[config.mk]
export PLATFORM = sky130hd
export DESIGN_NAME = osc_cfg_shift_tx
export DESIGN_NICKNAME = d
export VERILOG_FILES = /design/src/rtl/osc_cfg_pkg.sv /design/src/rtl/osc_cfg_tick_gen.sv /design/src/rtl/osc_cfg_shift_tx.sv
export SDC_FILE = /design/constraint.sdc
export NUM_CORES = 1
export LEC_CHECK = 0
export CORE_MARGIN = 5
export CORE_UTILIZATION = 52
export CTS_BUF_LIST = sky130_fd_sc_hd__clkbuf_8
export DETAILED_ROUTE_END_ITERATION = 10
export GPL_TIMING_DRIVEN = 0
export PLACE_DENSITY = 0.78
export SLEW_MARGIN = 30
export SYNTH_ARGS = -nofsm -noshare
export SYNTH_HDL_FRONTEND = slang
export SYNTH_SLANG_ARGS = --single-unit
[constraint.sdc]
create_clock -name clk -period 2 [get_ports clk]
set_input_delay 0.2 -clock clk [delete_from_list [all_inputs] [get_ports clk]]
set_output_delay 0.2 -clock clk [all_outputs]
set_load 0.02 [all_outputs]
[src/rtl/osc_cfg_pkg.sv]
// Shared definitions for the ring-oscillator configuration transmitter.
//   state_t   : FSM states of the transmitter
//   CFG_WIDTH : length of the tile's configuration shifter chain
//   DIV_W     : width of the shift-clock phase counter (DIV up to 255)
package osc_cfg_pkg;

  typedef enum logic [1:0] {
    IDLE,
    LOW,
    HIGH,
    DONE
  } state_t;

  localparam int CFG_WIDTH = 12;
  localparam int DIV_W     = 8;

endpackage

[src/rtl/osc_cfg_tick_gen.sv]
// Phase counter for the generated shift clock. Each LOW or HIGH phase of
// shift_clk lasts DIV clk cycles; this block counts those cycles and flags
// the first and the last cycle of the current phase.
// Ports:
//   clk, rst_n  : system clock, asynchronous active-high reset
//   active      : FSM is in a LOW or HIGH phase; counter held at 0 otherwise
//   first_cycle : current cycle is the first of its phase
//   last_cycle  : current cycle is the last of its phase
import osc_cfg_pkg::*;

module osc_cfg_tick_gen #(
  parameter int DIV = 2
) (
  input  logic clk,
  input  logic rst_n,
  input  logic active,
  output logic first_cycle,
  output logic last_cycle
);

  localparam logic [DIV_W-1:0] PHASE_MAX = DIV_W'(DIV - 1);

  logic [DIV_W-1:0] phase_reg;

  // Wrapping at PHASE_MAX lines the counter up with the next phase, so the
  // FSM never has to restart it between LOW and HIGH.
  always_ff @(posedge clk or posedge rst_n) begin
    if (rst_n) begin
      phase_reg <= '0;
    end else if (!active || phase_reg == PHASE_MAX) begin
      phase_reg <= '0;
    end else begin
      phase_reg <= phase_reg + 1'b1;
    end
  end

  assign first_cycle = (phase_reg == '0);
  assign last_cycle  = (phase_reg == PHASE_MAX);

endmodule

[src/rtl/osc_cfg_shift_tx.sv]
// Serial configuration transmitter for the ring-oscillator tile shifter.
// Shifts a parallel word out MSB first on shift_clk/shift_dta, and can
// run a second identical pass that checks the echoed chain tail.
// Ports:
//   clk, rst_n  : system clock, asynchronous active-high reset
//   start       : load request, only looked at in IDLE
//   cfg_word    : word to load, captured with an accepted start
//   verify_en   : captured with start; adds the verify pass
//   echo_in     : chain tail (shifter[WIDTH-1]) from the tile
//   shift_clk   : shift clock to the tile
//   shift_dta   : serial data to the tile
//   busy        : high from acceptance through the done cycle
//   done        : one-cycle end-of-operation pulse
//   verify_ok   : sticky, verify pass matched
//   verify_err  : sticky, verify pass mismatched
import osc_cfg_pkg::*;

module osc_cfg_shift_tx #(
  parameter int WIDTH = CFG_WIDTH,
  parameter int DIV   = 2
) (
  input  logic             clk,
  input  logic             rst_n,
  input  logic             start,
  input  logic [WIDTH-1:0] cfg_word,
  input  logic             verify_en,
  input  logic             echo_in,
  output logic             shift_clk,
  output logic             shift_dta,
  output logic             busy,
  output logic             done,
  output logic             verify_ok,
  output logic             verify_err
);

  localparam int IDX_W = (WIDTH > 1) ? $clog2(WIDTH) : 1;
  localparam logic [IDX_W-1:0] IDX_MAX = IDX_W'(WIDTH - 1);

  state_t           state_reg, state_next;
  logic [WIDTH-1:0] word_reg, word_next;
  logic [IDX_W-1:0] idx_reg, idx_next;
  logic             ven_reg, ven_next;
  logic             pass_reg, pass_next;
  logic             err_reg, err_next;
  logic             vok_reg, vok_next;
  logic             verr_reg, verr_next;
  logic             dta_reg, dta_next;
  logic             sclk_reg, busy_reg, done_reg;
  logic             first_cycle, last_cycle;
  logic             phase_active;

  assign phase_active = (state_reg == LOW) || (state_reg == HIGH);

  osc_cfg_tick_gen #(
    .DIV(DIV)
  ) u_tick_gen (
    .clk        (clk),
    .rst_n      (rst_n),
    .active     (phase_active),
    .first_cycle(first_cycle),
    .last_cycle (last_cycle)
  );

  always_comb begin
    state_next = state_reg;
    word_next  = word_reg;
    idx_next   = idx_reg;
    ven_next   = ven_reg;
    pass_next  = pass_reg;
    err_next   = err_reg;
    vok_next   = vok_reg;
    verr_next  = verr_reg;
    dta_next   = dta_reg;

    case (state_reg)
      IDLE: begin
        if (start) begin
          state_next = LOW;
          word_next  = cfg_word;
          ven_next   = verify_en;
          idx_next   = IDX_MAX;
          pass_next  = 1'b0;
          err_next   = 1'b0;
          vok_next   = 1'b0;
          verr_next  = 1'b0;
          // Data is presented together with the falling shift_clk so it
          // has the whole LOW phase as setup, even with DIV=1.
          dta_next   = cfg_word[IDX_MAX];
        end
      end
      LOW: begin
        // Re-assert the current bit from the latched word; the value is
        // already on the line, so shift_dta never moves inside LOW.
        if (first_cycle) begin
          dta_next = word_reg[idx_reg];
        end
        if (last_cycle) begin
          // The tail is stable here: the tile shifts only on our rising edge.
          if (pass_reg && (echo_in != word_reg[idx_reg])) begin
            err_next = 1'b1;
          end
          state_next = HIGH;
        end
      end
      HIGH: begin
        if (last_cycle) begin
          if (idx_reg != '0) begin
            idx_next   = idx_reg - 1'b1;
            dta_next   = word_reg[idx_reg - 1'b1];
            state_next = LOW;
          end else if (!pass_reg && ven_reg) begin
            pass_next  = 1'b1;
            idx_next   = IDX_MAX;
            dta_next   = word_reg[IDX_MAX];
            state_next = LOW;
          end else begin
            state_next = DONE;
            // Result becomes visible together with the done pulse.
            if (ven_reg) begin
              vok_next  = ~err_reg;
              verr_next = err_reg;
            end
          end
        end
      end
      DONE: begin
        state_next = IDLE;
      end
      default: begin
        state_next = IDLE;
      end
    endcase
  end

  // Outputs are registered from the next state so shift_clk is glitch-free
  // and still drops immediately on reset.
  always_ff @(posedge clk or posedge rst_n) begin
    if (rst_n) begin
      state_reg <= IDLE;
      word_reg  <= '0;
      idx_reg   <= '0;
      ven_reg   <= 1'b0;
      pass_reg  <= 1'b0;
      err_reg   <= 1'b0;
      vok_reg   <= 1'b0;
      verr_reg  <= 1'b0;
      dta_reg   <= 1'b0;
      sclk_reg  <= 1'b0;
      busy_reg  <= 1'b0;
      done_reg  <= 1'b0;
    end else begin
      state_reg <= state_next;
      word_reg  <= word_next;
      idx_reg   <= idx_next;
      ven_reg   <= ven_next;
      pass_reg  <= pass_next;
      err_reg   <= err_next;
      vok_reg   <= vok_next;
      verr_reg  <= verr_next;
      dta_reg   <= dta_next;
      sclk_reg  <= (state_next == HIGH);
      busy_reg  <= (state_next != IDLE);
      done_reg  <= (state_next == DONE);
    end
  end

  assign shift_clk  = sclk_reg;
  assign shift_dta  = dta_reg;
  assign busy       = busy_reg;
  assign done       = done_reg;
  assign verify_ok  = vok_reg;
  assign verify_err = verr_reg;

endmodule

; After elaboration in Yosys (flattened, before gate mapping)
; Cells that the tools add are included.
[word_totals]
inputBits = 17
output_inout_bits = 6
elab_cells = 94
regBits = 35
[op_classes]
addsub = 2
n_bitwise = 1
n_lt_le_gt_ge = 2
n_reduce_logical = 19
mux = 40
eq_ne = 17
[ops]
columns = operator, n
row1 = $mux 1, 21
row2 = $mux 4, 4
row3 = $ne 2x2->1 const B, 7
row4 = $lt 4x5->1 const B, 2
row5 = $mux 2, 5
row6 = $reduce_and 5->1, 2
row7 = $add 8x1->8 const B, 1
row8 = $bmux 1 s4, 2
row9 = $eq 2x2->1 const B, 4
row10 = $eq 8x1->1 const B, 1
row11 = $logic_not 8->1, 1
row12 = $mux 8, 1
row13 = $pmux 1 s2, 4
row14 = $pmux 2 s4, 1
row15 = $pmux 4 s2, 1
row16 = $reduce_and 4->1, 2
row17 = $reduce_and 6->1, 1
row18 = $reduce_bool 2->1, 3
row19 = $ne 2x1->1 const B, 2
row20 = $reduce_bool 4->1, 1
row21 = $sub 4x1->4 const B, 1
row22 = $ne 3x1->1 const B, 1
row23 = $pmux 1 s3, 1
row24 = $reduce_bool 3->1, 1
row25 = other kinds (8), 11

; Logic depth before layout (Yosys ltp)
; Gate-level depths: netlist of run 1.
[logic_depth]
depth_word = 7
ltp_mapped = 8
ltp_nobuf = 8

; Cells and area by module
; From an unflattened synthesis of run 1, not the netlist that was laid out.
[unflattened]
cells_unflattened = 190
area_unflattened_um2 = 2039.5
[modules_own_cells]
columns = module, area_each_um2, cells_each, seq_area_each_um2, n_inst
row1 = osc_cfg_shift_tx, 1596.5, 145, 675.6, 1
row2 = osc_cfg_tick_gen, 442.9, 45, 200.2, 1

; Least setup slack after synthesis of run 1
; OpenSTA, ideal clock, no wires.
[synth_path]
kind = flip-flop to flip-flop
start = reg idx_reg[0]
end = reg vok_reg, in the netlist verify_ok
stages_incl_launch_ff = 9
t_arrival_ps = 1813
slack_ps = 62
path_cell_list = dfrtp_1 > buf_6 > inv_1 > ha_1 > nor3b_1 > nand2_1 > o22ai_1 > nand2_1 > mux2_2
[synth_via]
elab_chain_cells = 3
[synth_rtl]
columns = item, line
row1 = start: declaration, osc_cfg_shift_tx.sv:41  ; logic [IDX_W-1:0] idx_reg, idx_next;
row2 = start signal: assignment, osc_cfg_shift_tx.sv:154  ; idx_reg <= idx_next;
row3 = $reduce_bool 4->1, osc_cfg_shift_tx.sv:107  ; if (idx_reg != '0) begin
row4 = $ne 2x2->1 (no line), -
row5 = $reduce_and 6->1 (no line), -
row6 = end signal: assignment, osc_cfg_shift_tx.sv:158  ; vok_reg <= vok_next;
row7 = end: declaration, osc_cfg_shift_tx.sv:45  ; logic vok_reg, vok_next;
; No other way between the ends.
; A chain may end at the register's enable or synchronous reset.

; Worst setup path after layout of run 1
[layout_path]
start = reg idx_reg[1]
end = reg err_reg
[layout_via]
elab_chain_cells = 6
[layout_rtl]
columns = item, line
row1 = $bmux 1 s4, osc_cfg_shift_tx.sv:99  ; if (pass_reg && (echo_in != word_reg[idx_reg])) begin
row2 = $mux 1 (implied by the code), osc_cfg_shift_tx.sv:99
row3 = $ne 1x1->1, osc_cfg_shift_tx.sv:99
row4 = $logic_and 1x1->1, osc_cfg_shift_tx.sv:99
row5 = $ne 2x1->1 (no line), -
row6 = $reduce_and 4->1 (no line), -
row7 = end signal: assignment, osc_cfg_shift_tx.sv:157  ; err_reg <= err_next;
row8 = end: declaration, osc_cfg_shift_tx.sv:44  ; logic err_reg, err_next;
; No other way between the ends. The select of a mux whose other input is x is not followed.

==> flow_summary_export.csv, run 1 <==
group,metric,value,unit
yosys,synth-seq-area-share,0.452,
cells_and_area,area_growth,21.5,%
cells_and_area,diodes,0,
run_status,outcome,"finished clean",
route,ant_nets,0,
cells_and_area,largest_reg_flops,12,
yosys,synth.most_common_cell,"dfrtp_1",
critical_path,cp.required,2.19,ns
sta,tightestPinTransition,0.713,ns
critical_path,cp-start-kind,"register",
yosys,synthCells,170,
critical_path,end_kind,"register",
grt,grt_usage,0.168,
sta,maxSlewHeadroom,0.524,
route,route.vias.total,1408,
yosys,yosys.area.top_type,"dfrtp_1",
grt,antenna_found_initial,0,
route,viasPerCell,5.65,
sta,fmax,0.527,GHz
pwr,total_power,3.13,mW
critical_path,crit_fanout,5,
cts,cts_max_level,2,
critical_path,cp_slowest_cell,"mux4_1",
place,port_buffers,22,
sta,finalSetupViolations,0,
critical_path,critPathKind,"register to register",
floorplan,design.die.area,0.00505,mm2
sta,fin_crit,1.90,ns
sta,fin_crit_sh,0.949,
yosys,synth_fp_nets,195,
job,maxCapViolCount,0,
route,routed_wirelength,3700,um
yosys,ys_top_cells_by_count,"dfrtp_1, nor2_1, inv_1, mux2_2, nand2_1",
pwr,p_leak,1.04,nW
cts,clk_latency,0.29,ns
place,place_hpwl,2730,um
yosys,synth-edff-count,0,
grt,gr-total-overflow,0,
route,drtPass1Iterations,5,
floorplan,die_h,71.1,um
sta,rsz0062_at_grt,"false",
yosys,synth_area,0.00194,mm2
yosys,yosys_warnings,0,
grt,grt_max_degree,36,
floorplan,rows,22,
route,initialDrtViolationCount,124,
grt,grt_pass1_wl,6640,um
yosys,avgSynthCellArea,11.4,um2
cts,cts_root_buf,"clkbuf_8",
min_path,hp-class,"input port to async pin",
floorplan,initial_utilization,0.533,
sta,fin_skew,0.00738,ns
critical_path,cp.arrival,2.09,ns
cts,clock_path_buffers,2,
grt,grt_pass1_vias,1423,
yosys,netlist.area_leader.share,0.452,
floorplan,die_w,71.1,um
yosys,async_flop_share,1.00,
yosys,synth-seq-cells,35,
sta,finalMaxSlewViolations,0,
yosys,synth_cell_type_count,40,
sta,whs,0.350,ns
cells_and_area,nets,225,
pwr,p_per_area,1330,mW/mm2
yosys,yosys_most_used_dff,"dfrtp_1",
pwr,vdd_drop_max,0.705,mV
route,detail_route.wl_per_cell,14.9,um
cts,cts.reportedPaths.clkPinSlew,0.07,ns
route,route.detailed.drc,0,
cells_and_area,drive_gt1_frac,0.219,
cts,cts_tree,"done",
sta,hold_violations,0,
cts,cts_sinks,35,
floorplan,core_area,0.00363,mm2
critical_path,crit_path_max_incr_delay,0.61,ns
cts,cts-buffers-inserted,5,
floorplan,num_io_pins,23,
place,gp_congestion,0.873,
yosys,synth_area_leaders,"dfrtp_1, mux2_2, ha_1, nor2_1, mux4_2",
critical_path,crit_chain,"mux4_1, o211ai_1, o31ai_2, xnor2_1, o41ai_2",
-- cell families (layout without fill, tap and decap cells) --
| logic type | Yosys count | count (layout) | synth area share |
|---|---|---|---|
| AO/OA/AOI/OAI | 25 | 25 | 0.110 |
| adder cells (fa/ha/maj) | 8 | 8 | 0.0516 |
| multiplexers | 23 | 23 | 0.164 |
| buffers and inverters | 18 | 49 | 0.0426 |
| flip-flops | 35 | 35 | 0.452 |
| XOR/XNOR | 9 | 9 | 0.0407 |
| AND/OR/NAND/NOR | 52 | 52 | 0.139 |
-- metal layers --
layer  routed length (um)  vias up  GRT usage
met3                  217        7     0.0526
met5                    0        -          0
li1                     -      670          -
met1                 1650      689      0.222
met2                 1780       42      0.261
met4                   57        0     0.0605
-- through the flow --
step | cells | setup TNS (ns) | cell area (um2) | utilization | setup slack [ns]
finish | 249 | 0 | 2350 | 0.648 | 0.101
global route | 249 | 0 | 2350 | 0.648 | 0.0185
CTS | 248 | 0 | 2330 | 0.642 | 0.0363
detailed placement | 240 | -0.432 | 2220 | 0.611 | -0.133
global placement | 240 | -0.505 | 2220 | 0.611 | -0.157
floorplan | 170 | 0 | 1940 | - | 0.0622
-- area by class of cell --
cell class | instances | area, um2
Fill cell | 289 | 1280
Multi-Input combinational cell | 117 | 1000
Sequential cell | 35 | 877
Timing Repair Buffer | 24 | 235
Clock buffer | 7 | 96.3
Tap cell | 48 | 60.1
Inverter | 14 | 52.6
Buffer | 3 | 27.5
Clock inverter | 1 | 3.75
-- worst paths after layout --
path,endpoint,depth (start not counted),slack [ns],start
min in group clk,word_reg[7],2,0.52,cfg_word[7]
min reg2reg,word_reg[8],1,0.52,word_reg[8]
max,err_reg,5,0.10,idx_reg[1]
max reg2reg,err_reg,5,0.10,idx_reg[1]
max in group asynchronous,idx_reg[1],2,1.16,rst_n
min,word_reg[4],2,0.35,rst_n
-- timing repair --
item / 4_1_cts / 5_1_grt
gates resized for setup: 3 / 6
pin swaps: 0 / 1
endpoints found under the setup margin: 18 / 11
gates cloned: 0 / 0
buffers inserted: 1 / 1
hold buffers: 0 / 0
-- placed cells by master (no fill, tap or decap), types with 2 or more instances in the layout --
cell | Yosys | routed
xnor2_1 | 5 | 5
mux4_1 | 2 | 2
ha_1 | 8 | 7
nand2_1 | 11 | 11
o22ai_1 | 2 | 2
inv_1 | 14 | 14
nor4_2 | 2 | 2
mux4_2 | 3 | 3
a31oi_1 | 5 | 5
dfrtp_1 | 35 | 34
buf_4 | 0 | 2
nand3_1 | 7 | 7
mux2i_1 | 4 | 4
nor2_1 | 19 | 18
o22a_1 | 3 | 3
xor2_1 | 4 | 4
and3_1 | 5 | 5
clkbuf_8 | 0 | 7
clkdlybuf4s50_1 | 0 | 22
buf_6 | 2 | 2
mux2_2 | 14 | 14
a31o_2 | 2 | 2
o21a_1 | 2 | 2
-- worst max-delay path: cells and delay by family (launching register included) --
family | cells | cell delay, ns
flip-flops | 1 | 0.41
AO/OA/AOI/OAI | 3 | 0.60
XOR/XNOR | 1 | 0.16
multiplexers | 1 | 0.61
-- power breakdown --
group          total [mW]  switching [mW]  internal (mW)  leakage, nW
logic                1.45           0.729          0.725        0.552
registers            1.12           0.181          0.941        0.434
clock network       0.555           0.246          0.309       0.0557
total                3.13            1.16           1.97         1.04
No activity file was read; power rests on OpenSTA's default activity.
==> inputs of run 2 (changes only) <==
CELL_PAD_IN_SITES_DETAIL_PLACEMENT = 1   (was default)
CELL_PAD_IN_SITES_GLOBAL_PLACEMENT = 1   (was default)
CORE_MARGIN = default   (was 5)
CORE_UTILIZATION = 41   (was 52)
PLACE_DENSITY = 0.77   (was 0.78)
REMOVE_ABC_BUFFERS = 1   (was default)
==> run 2 against run 1 <==
Sequential share of layout area shrank 0.59 points. Final cell count up 2.4%. Die area fell by 0.83%. Largest power group unchanged.
==> flow_summary_export.csv, run 2 (synthesis gave the netlist of run 1 again) <==
group,metric,value,unit
sta,fin_crit,1.96,ns
pwr,total_power,3.26,mW
critical_path,critPathKind,"register to register",
cts,cts_tree,"done",
critical_path,cp-start-kind,"register",
cells_and_area,finalNonFillerCells,255,
place,gp_congestion,0.822,
sta,setup-tns-final,0,ns
cts,cts_root_buf,"clkbuf_8",
cts,clk_latency,0.29,ns
route,route.vias.total,1469,
sta,finalSetupViolations,0,
run_status,outcome,"finished clean",
route,ant_nets,0,
critical_path,cp.arrival,2.15,ns
cells_and_area,diodes,0,
route,detail_route.wl_per_cell,18.5,um
grt,grt_pass1_vias,1585,
critical_path,crit_path_start,"idx_reg[1]",
critical_path,rr_startpoint,"idx_reg[1]",
floorplan,core_area,0.00444,mm2
floorplan,die_h,70.8,um
pwr,vdd_drop_max,0.724,mV
critical_path,crit_chain,"mux4_1, o211ai_1, o31ai_2, xnor2_1, o41ai_2",
route,viasPerCell,5.76,
floorplan,initial_utilization,0.436,
sta,rsz0062_at_grt,"true",
floorplan,die_w,70.8,um
grt,antenna_found_initial,0,
grt,grt_usage,0.205,
sta,fmax,0.511,GHz
cells_and_area,drive_gt1_frac,0.251,
cts,cts-buffers-inserted,5,
route,initialDrtViolationCount,88,
place,placedCellCount,240,
pwr,p_leak,1.05,nW
critical_path,cp.required,2.19,ns
critical_path,crit_fanout,5,
critical_path,cp_slowest_cell,"mux4_1",
sta,finalMaxSlewViolations,0,
sta,fin_skew,0.0165,ns
route,route.detailed.drc,0,
cts,cts.reportedPaths.clkPinSlew,0.08,ns
grt,gr-total-overflow,0,
cells_and_area,nets,227,
cells_and_area,fillers,482,
pwr,p_per_area,1360,mW/mm2
route,drtPass1Iterations,4,
place,port_buffers,22,
min_path,hp-class,"input port to async pin",
grt,grt_pass1_wl,7870,um
cells_and_area,fin_util,0.539,
place,place_hpwl,3370,um
cells_and_area,area_growth,23.6,%
cells_and_area,multi_input_area,0.00103,mm2
cells_and_area,final_cell_mix,"dfrtp_1, clkdlybuf4s50_1, nor2_1",
cells_and_area,layout_commonest_cell,"dfrtp_1",
floorplan,design.die.area,0.00501,mm2
cells_and_area,largest_reg_flops,12,
cts,clock_path_buffers,2,
critical_path,crit_path_max_incr_delay,0.62,ns
grt,grt_max_degree,36,
job,maxCapViolCount,0,
route,routed_wirelength,4720,um
sta,tightestPinTransition,0.751,ns
sta,maxSlewHeadroom,0.499,
cts,cts_max_level,2,
cells_and_area,regArea,878,um2
critical_path,end_kind,"register",
cts,cts_sinks,35,
sta,hold_violations,0,
floorplan,num_io_pins,23,
floorplan,rows,24,
sta,fin_crit_sh,0.978,
run 2: cell type report:
class,count,area share
inverters,14,0.0219
clock buffers,7,0.0402
clock inverters,1,0.00157
repair buffers,29,0.114
well taps,52,0.0272
multi-input cells,117,0.429
flip-flops and latches,35,0.367
run 2: final timing paths:
path / cells past startpoint / slack [ns] / endpoint
hold / removal: 2 / 0.36 / word_reg[5]
setup reg to reg: 5 / 0.04 / err_reg
hold reg to reg: 2 / 0.52 / verify_err
max in group asynchronous: 2 / 1.13 / idx_reg[0]
min in group clk: 2 / 0.51 / word_reg[6]
setup / recovery: 5 / 0.04 / err_reg
run 2: critical path: cells and delay by family, from the launching register on:
family | cells | cell delay [ns]
AO/OA/AOI/OAI | 3 | 0.64
XOR/XNOR | 1 | 0.16
flip-flops | 1 | 0.44
multiplexers | 1 | 0.62
run 2: repair_timing:
item / CTS / global route
hold buffers: 0 / 0
setup buffers: 2 / 5
endpoints found under the hold margin: 0 / 0
setup endpoints to repair: 13 / 7
pin swaps: 0 / 1
resized for setup: 8 / 5
gates cloned: 0 / 0
run 2: power breakdown:
part / switching (mW) / total, mW / internal, mW
logic: 0.788 / 1.54 / 0.756
clock network: 0.263 / 0.573 / 0.310
registers: 0.200 / 1.14 / 0.942
total: 1.25 / 3.26 / 2.01
run 2: layer usage:
metal / up-vias / global-route usage / wire length [um]
li1: 673 / - / -
met1: 763 / 0.254 / 2030
met2: 26 / 0.358 / 2440
met3: 7 / 0.0470 / 203
met4: 0 / 0.0578 / 51
met5: - / 0 / 0
run 2: stage by stage:
step	hold slack, ns	setup WS (ns)	cell area, um2
after detailed placement	0.515	-0.397	2190
final	0.356	0.0435	2400
after global placement	0.491	-0.302	2190
after global routing	0.433	-0.0117	2400
after CTS	0.386	0.00423	2350
after floorplan	0.351	0.0514	1910
==> inputs of run 3 (changes only) <==
--- a/config.mk
+++ b/config.mk
@@ -7,9 +7,9 @@
 export LEC_CHECK = 0
+export CAP_MARGIN = 20
 export CELL_PAD_IN_SITES_DETAIL_PLACEMENT = 1
 export CELL_PAD_IN_SITES_GLOBAL_PLACEMENT = 1
-export CORE_UTILIZATION = 41
-export CTS_BUF_LIST = sky130_fd_sc_hd__clkbuf_8
+export CORE_UTILIZATION = 40
 export DETAILED_ROUTE_END_ITERATION = 10
 export GPL_TIMING_DRIVEN = 0
-export PLACE_DENSITY = 0.77
+export PLACE_DENSITY = 0.75
 export REMOVE_ABC_BUFFERS = 1
--- a/constraint.sdc
+++ b/constraint.sdc
@@ -3,2 +3,2 @@
 set_output_delay 0.2 -clock clk [all_outputs]
-set_load 0.02 [all_outputs]
+set_load 0.01 [all_outputs]
==> run 3 against run 2 <==
Final cell count decreased by 2.7%. Die area grew 2.4%. Highest routed layer unchanged. Sequential power hardly changed.
==> flow_summary_export.csv, run 3 (synthesis gave the netlist of run 1 again) <==
group,metric,value,unit
critical_path,rr_startpoint,"state_reg[0]",
cells_and_area,drive_gt1_frac,0.219,
place,port_buffers,22,
cells_and_area,diodes,0,
critical_path,cp_slowest_cell,"or3_1",
critical_path,end_kind,"register",
critical_path,cp-start-kind,"register",
critical_path,crit_fanout,7,
cells_and_area,final_cell_mix,"dfrtp_1, clkdlybuf4s50_1, nor2_1",
route,route.vias.total,1414,
critical_path,critPathKind,"register to register",
grt,grt_max_degree,36,
critical_path,ff2ff_setup_slack,0.07,ns
sta,setup-tns-final,0,ns
cts,cts_sinks,35,
cells_and_area,largest_reg_flops,12,
critical_path,crit_path_max_incr_delay,0.46,ns
run_status,outcome,"finished clean",
sta,rsz0062_at_grt,"true",
cells_and_area,fillers,489,
cts,clk_latency,0.28,ns
sta,fin_skew,0.00560,ns
grt,antenna_found_initial,0,
critical_path,ff2ff_path_depth,7,
route,drtPass1Iterations,4,
floorplan,die_h,71.6,um
sta,maxSlewHeadroom,0.520,
grt,grt_pass1_wl,7760,um
floorplan,initial_utilization,0.430,
floorplan,rows,24,
place,placedCellCount,240,
grt,gr-total-overflow,0,
cells_and_area,regArea,880,um2
route,viasPerCell,5.70,
cells_and_area,fin_util,0.516,
cts,cts_max_level,2,
critical_path,crit_family,"simple AND/OR/NAND/NOR gates",
floorplan,core_area,0.00450,mm2
cts,cts_tree,"done",
sta,worst_slack,0.0694,ns
route,detail_route.wl_per_cell,18.3,um
job,maxCapViolCount,0,
cts,cts_root_buf,"clkbuf_8",
floorplan,design.die.area,0.00513,mm2
cts,clock_path_buffers,2,
critical_path,cp.required,2.22,ns
sta,finalSetupViolations,0,
floorplan,num_io_pins,23,
place,post-place-ws,-0.320,ns
critical_path,crit_chain,"inv_1, ha_1, inv_1, nor2_4, or3_1, nor2_1, o22a_1",
critical_path,cp.arrival,2.15,ns
grt,grt_pass1_vias,1544,
grt,grt_usage,0.200,
cells_and_area,multi_input_area,0.00102,mm2
cts,cts.reportedPaths.clkPinSlew,0.07,ns
sta,fmax,0.518,GHz
route,ant_nets,0,
pwr,p_leak,0.999,nW
min_path,hp-class,"input port to async pin",
sta,finalMaxSlewViolations,0,
critical_path,cpMostUsedCell,"inv_1",
critical_path,worst-path-buf-inv,2,
cts,holdBufCountCts,0,
floorplan,die_w,71.6,um
sta,fin_crit,1.93,ns
cells_and_area,layout_commonest_cell,"dfrtp_1",
route,initialDrtViolationCount,53,
sta,fin_crit_sh,0.965,
cells_and_area,nets,222,
pwr,p_per_area,1330,mW/mm2
sta,tightestPinTransition,0.718,ns
pwr,vdd_drop_max,0.726,mV
route,route.detailed.drc,0,
place,place_hpwl,3240,um
route,routed_wirelength,4540,um
cells_and_area,finalNonFillerCells,248,
sta,hold_violations,0,
cells_and_area,area_growth,19.9,%
cts,cts-buffers-inserted,5,
place,gp_congestion,0.829,
critical_path,timing.rr.end,"pass_reg",
==> run 3: worst max path at each step <==
stage               depth (start not counted)         start        end  slack [ns]
floorplan                                   7    idx_reg[0]  verify_ok        0.05
global placement                            7    idx_reg[0]  verify_ok       -0.27
detailed placement                          7    idx_reg[0]  verify_ok       -0.32
CTS                                         5    idx_reg[1]    err_reg        0.04
global route                                7  state_reg[0]   pass_reg       -0.06
finish                                      7  state_reg[0]   pass_reg        0.07
==> run 3: power breakdown <==
part	switching [mW]	internal, mW	leakage [nW]
combinational	0.750	0.728	0.530
clock	0.230	0.232	0.0371
sequential	0.214	0.944	0.432
total	1.19	1.90	0.999
==> run 3: worst register-to-register path, cell delays in order (launching register included) <==
cell and delay (ns):
dfrtp_1 0.41, inv_1 0.12, ha_1 0.27, inv_1 0.19, nor2_4 0.09, or3_1 0.46, nor2_1 0.17, o22a_1 0.16
==> run 3: what timing repair did <==
action / CTS / global route
cloned: 0 / 0
resized for setup: 6 / 6
buffers inserted: 2 / 0
pin swaps: 0 / 1
setup endpoints to repair: 13 / 5
==> run 3: area by class of cell <==
cell class	instances	share of cell area
well taps	52	0.0280
flip-flops and latches	35	0.379
inverters	14	0.0226
repair buffers	24	0.101
multi-input cells	117	0.438
clock buffers	6	0.0312
==> run 3: stage by stage <==
stage          instance area (um2)  hold slack (ns)  power [mW]
2_1_floorplan                 1910            0.351        2.13
4_1_cts                       2300            0.397        3.09
6_report                      2320            0.372        3.10
3_5_place_dp                  2190            0.520        2.57
5_1_grt                       2320            0.448        3.33
3_3_place_gp                  2190            0.491        2.47
==> run 3: routing by layer <==
metal	part of all wire	track usage	vias to the layer above
met2	0.47	0.319	31
li1	-	-	657
met3	0.028	0.0394	9
met4	0.019	0.0784	0
met1	0.48	0.271	717
met5	0	0	-
